===== src/rtl/cpu_ctrl_pkg.sv =====
// Shared types for the cpu run/halt/step sequencer.
// Encodings of run_state_t are visible on the state port.
package cpu_ctrl_pkg;

    typedef enum logic [1:0] {
        RESET_HOLD = 2'd0,
        HALTED     = 2'd1,
        RUNNING    = 2'd2,
        STEPPING   = 2'd3
    } run_state_t;

    localparam int INSTR_CNT_W = 32;

endpackage


===== src/rtl/cpu_run_ctrl.sv =====
// Run/halt/step sequencer: holds the cpu in reset, then gates its clock enable.
// Optional retired-instruction counter via CPU_RUN_CTRL_INSTR_CNT_EN.
module cpu_run_ctrl
    import cpu_ctrl_pkg::*;
#(
    parameter int ADDR_W     = 16,
    parameter int RST_CYCLES = 4,
    parameter int AUTO_RUN   = 0
) (
    input  logic              clk,
    input  logic              rst,
    input  logic              run_req,
    input  logic              halt_req,
    input  logic              step_req,
    input  logic              soft_rst_req,
    input  logic              bp_valid,
    input  logic [ADDR_W-1:0] bp_addr,
    input  logic [ADDR_W-1:0] cpu_pc,
    input  logic              cpu_instr_done,
    output logic              cpu_rst,
    output logic              cpu_en,
    output logic [1:0]        state,
    output logic              bp_hit
`ifdef CPU_RUN_CTRL_INSTR_CNT_EN
    ,
    output logic [INSTR_CNT_W-1:0] instr_count
`endif
);

    localparam int CNT_W = (RST_CYCLES > 1) ? $clog2(RST_CYCLES) : 1;
    localparam logic [CNT_W-1:0] CNT_LAST = CNT_W'(RST_CYCLES - 1);

    run_state_t       st, nxt;
    logic [CNT_W-1:0] cnt, cnt_nxt;
    logic             pend, pend_nxt;
    logic             bp_nxt;
    logic             done;
    logic             halt_now;
    logic             bp_match;

    // Retirement only counts while the cpu is actually enabled.
    assign done     = cpu_instr_done & cpu_en;
    assign halt_now = halt_req | pend;
    assign bp_match = bp_valid && (cpu_pc == bp_addr);
    assign state    = st;

    always_comb begin
        nxt      = st;
        cnt_nxt  = cnt;
        pend_nxt = pend;
        bp_nxt   = bp_hit;
        if (soft_rst_req) begin
            nxt      = RESET_HOLD;
            cnt_nxt  = '0;
            pend_nxt = 1'b0;
        end else begin
            unique case (st)
                RESET_HOLD: begin
                    if (cnt == CNT_LAST) begin
                        cnt_nxt = '0;
                        nxt     = (AUTO_RUN != 0) ? RUNNING : HALTED;
                    end else begin
                        cnt_nxt = cnt + 1'b1;
                    end
                end
                HALTED: begin
                    if (step_req) begin
                        nxt    = STEPPING;
                        bp_nxt = 1'b0;
                    end else if (run_req) begin
                        nxt    = RUNNING;
                        bp_nxt = 1'b0;
                    end
                end
                RUNNING: begin
                    // A pending halt wins over a breakpoint on the same retirement.
                    if (done && halt_now) begin
                        nxt = HALTED;
                    end else if (done && bp_match) begin
                        nxt    = HALTED;
                        bp_nxt = 1'b1;
                    end else if (halt_req) begin
                        pend_nxt = 1'b1;
                    end
                end
                STEPPING: begin
                    if (done) nxt = HALTED;
                end
                default: nxt = RESET_HOLD;
            endcase
        end
        if (nxt == HALTED) pend_nxt = 1'b0;
    end

    always_ff @(posedge clk or negedge rst) begin
        if (!rst) begin
            st      <= RESET_HOLD;
            cnt     <= '0;
            pend    <= 1'b0;
            bp_hit  <= 1'b0;
            cpu_rst <= 1'b1;
            cpu_en  <= 1'b0;
        end else begin
            st      <= nxt;
            cnt     <= cnt_nxt;
            pend    <= pend_nxt;
            bp_hit  <= bp_nxt;
            cpu_rst <= (nxt == RESET_HOLD);
            cpu_en  <= (nxt == RUNNING) || (nxt == STEPPING);
        end
    end

`ifdef CPU_RUN_CTRL_INSTR_CNT_EN
    always_ff @(posedge clk or negedge rst) begin
        if (!rst) begin
            instr_count <= '0;
        end else if (soft_rst_req) begin
            instr_count <= '0;
        end else if (done) begin
            instr_count <= instr_count + INSTR_CNT_W'(1);
        end
    end
`endif

endmodule


===== config.mk =====
export PLATFORM = sky130hd
export DESIGN_NAME = cpu_run_ctrl
export DESIGN_NICKNAME = d
export VERILOG_FILES = /design/src/rtl/cpu_ctrl_pkg.sv /design/src/rtl/cpu_run_ctrl.sv
export SDC_FILE = /design/constraint.sdc
export NUM_CORES = 1
export LEC_CHECK = 0
export BUFFER_PORTS_ARGS = -buffer_cell sky130_fd_sc_hd__buf_2
export CAP_MARGIN = 5
export CELL_PAD_IN_SITES_DETAIL_PLACEMENT = 1
export CELL_PAD_IN_SITES_GLOBAL_PLACEMENT = 2
export CORE_MARGIN = 5
export CORE_UTILIZATION = 24
export CTS_BUF_LIST = sky130_fd_sc_hd__clkbuf_16
export DETAILED_ROUTE_END_ITERATION = 8
export PLACE_DENSITY_LB_ADDON = 0.3
export SYNTH_ARGS = -nofsm -noshare
export SYNTH_HDL_FRONTEND = slang
export SYNTH_SLANG_ARGS = --single-unit

===== constraint.sdc =====
create_clock -name clk -period 3.35 [get_ports clk]
set_input_delay 0.67 -clock clk [delete_from_list [all_inputs] [get_ports clk]]
set_output_delay 0.67 -clock clk [all_outputs]
set_load 0.02 [all_outputs]

==> metrics <==
P per Cell Area 546 mW/mm²; met2 WL 1190 µm; crit-path max FO 8; Total Wirelength 2220 µm; Clock Path Buffers 2; n_diodes 0; Critical Path Sink Type flop; die area 0.00433 mm²; met3 wire len 145 µm; Core Region 0.00303 mm²; clk_lat worst skew 0.23 ns; final setup fails 0; Chip Height 65.8 µm; Final nets 176; WL met1 868 µm; first-pass GRT wire length 3750 µm; initial antenna violation count 0; Clock Tree Root clkbuf_16; sequential power share 0.258; worst-margin pin slew 0.682 ns; first drt pass iteration count 4; Peak supply drop 0.139 mV; critical path launch point type flop; placed cell count 170; Initial DRC Count 21; fin util 0.359; Post-Syn Area 748 µm²; leading post-synthesis cells by cell area dfrtp_1, xnor2_1, ha_1, dfstp_2, nand4_1; leakage 0.000489 µW; Final Cell Area 0.00109 mm²; post-route ant nets 0; drt drc 0; Mean Syn Cell Area 8.91 µm²; vias per inst 4.62; YS warnings 0; Primary FF master, synth dfrtp_1; post-CTS sizing 0; fin cells 174; internal power 390 µW; outcome finished, final reports clean; Seq/Total Area, Yosys 0.269; unrepaired setup endpoints after global routing no; row count 20; synthesized net count 129; most frequent cell after synthesis xnor2_1; final setup TNS 0 ns; Synth Register Bits 8; origin of the critical flop-to-flop path state[1]; CTS clk-pin slew, worst paths 0.04 ns; Max Cap Violations 0; endpoints failing hold 0; Req. time, crit path 3.50 ns; Post-synth top cells xnor2_1, dfrtp_1, ha_1, nand2_1, nor2_1; CTS Buf Count 3; gr ovfl total 0; I/O Pins 45; number of global-route vias before repair 876; worst relative slew slack 0.544; port bufs 44; clk_skew 0.00410 ns; Worst Path Class, Setup flop to flop; R2R Setup Slk 1.26 ns; largest net degree at the start of global routing 9; Cells after Synth 84; clock network power share 0.344; placed inst area 0.00101 mm²; top cell type's share of synthesized area 0.234; Routed WL per cell 12.8 µm; f_max 478 MHz; Hold-fix buffers, CTS 0; # clock sinks 8; postcts setup bufs 0; Slew Limit Fails 0; post-DP HPWL 1990 µm; power share of the combinational group 0.398; Critical Path AT 2.24 ns; die width 65.8 µm; NetSw 204 µW; ratio of cells with drive above 1 in the final layout 0.400; Net Sw Frac 0.344; total number of vias 804; gr usage total 0.112; crit share post-route 0.625; EDFF count, synth 0; crit path time final 2.09 ns; ys async rst share 1.00; Initial Utilization 0.247; CTS tree built; area leader, netlist dfrtp_1; Area growth syn-to-layout 45.3%; CP Launch Point state[1]; Max Used Layer met4; Hold Crit Class primary input to asynchronous set/reset pin; Netlist cell types 32; RD Place Congestion 0.706; CTS H-tree depth 1
==> registers in the layout, indices dropped and copies added, names as in the netlist <==
register  cells
cnt           2
state         2
bp_hit        1
cpu_en        1
cpu_rst       1
pend          1
==> through the flow <==
stage / power (µW) / hold WS (ns) / setup slack (ns)
after floorplan: 312 / 0.374 / 1.45
after global placement: 385 / 0.476 / 1.32
after detailed placement: 395 / 0.491 / 1.28
after CTS: 604 / 0.276 / 1.22
after global routing: 640 / 0.287 / 1.05
final: 594 / 0.271 / 1.26
==> routing by layer <==
layer / up-vias / GRT usage
met5: - / 0
met1: 380 / 0.128
met2: 26 / 0.202
li1: 396 / -
met4: 0 / 0.0389
met3: 2 / 0.0238
==> power by group through the flow <==
stage | Clock, µW | Sequential (µW) | Combinational, µW
floorplan | 0 | 164 | 148
global placement | 0 | 152 | 233
detailed placement | 0 | 154 | 241
CTS | 208 | 153 | 243
global route | 212 | 158 | 269
finish | 204 | 153 | 237
==> cells in the final DEF, fill, tap and decap left out, types with 2 or more instances in the layout <==
master / instances
a211oi_1: 2
a21oi_1: 3
a31oi_1: 3
and2_1: 2
buf_2: 44
clkbuf_16: 3
dfrtp_1: 7
ha_1: 5
inv_1: 3
mux2i_1: 2
nand2_1: 5
nand2b_1: 2
nand3_1: 2
nand4_1: 4
nor2_1: 5
nor3b_1: 2
o21a_1: 2
o21ai_0: 4
or3_1: 2
xnor2_1: 16
==> worst paths after layout <==
path | endpoint | cells after the start
hold reg to reg | bp_hit | 1
min in group clk | bp_hit | 1
setup reg to reg | pend | 5
max in group asynchronous | cpu_rst | 1
setup / recovery | pend | 5
hold / removal | cpu_en | 1
==> cell type report <==
| type | instances | area (µm²) |
|---|---|---|
| clock inverter | 1 | 3.75 |
| clock buffer | 3 | 75.1 |
| timing repair buffer | 44 | 220 |
| inverter | 2 | 7.51 |
| sequential | 8 | 201 |
| multi-input combinational | 72 | 524 |
| fill | 388 | 1940 |
| tap | 44 | 55.1 |
==> worst max-delay path, stage by stage, from the launching register on <==
cell and delay, ns:
dfrtp_1 0.49, inv_1 0.11, ha_1 0.31, a2111oi_1 0.69
o21ai_0 0.20, a31oi_1 0.20
==> cell families (layout without fill, tap and decap cells) <==
family	Yosys count	count (layout)	synth area share
muxes	2	2	0.0268
AOI/OAI and AO/OA	19	19	0.172
and+or+nand+nor	30	30	0.231
xor gates and xnor gates	16	16	0.187
DFF	8	8	0.269
buffers and inverters	4	50	0.0301
adders and majority gates	5	5	0.0836
(Power assumes the default switching activity.)
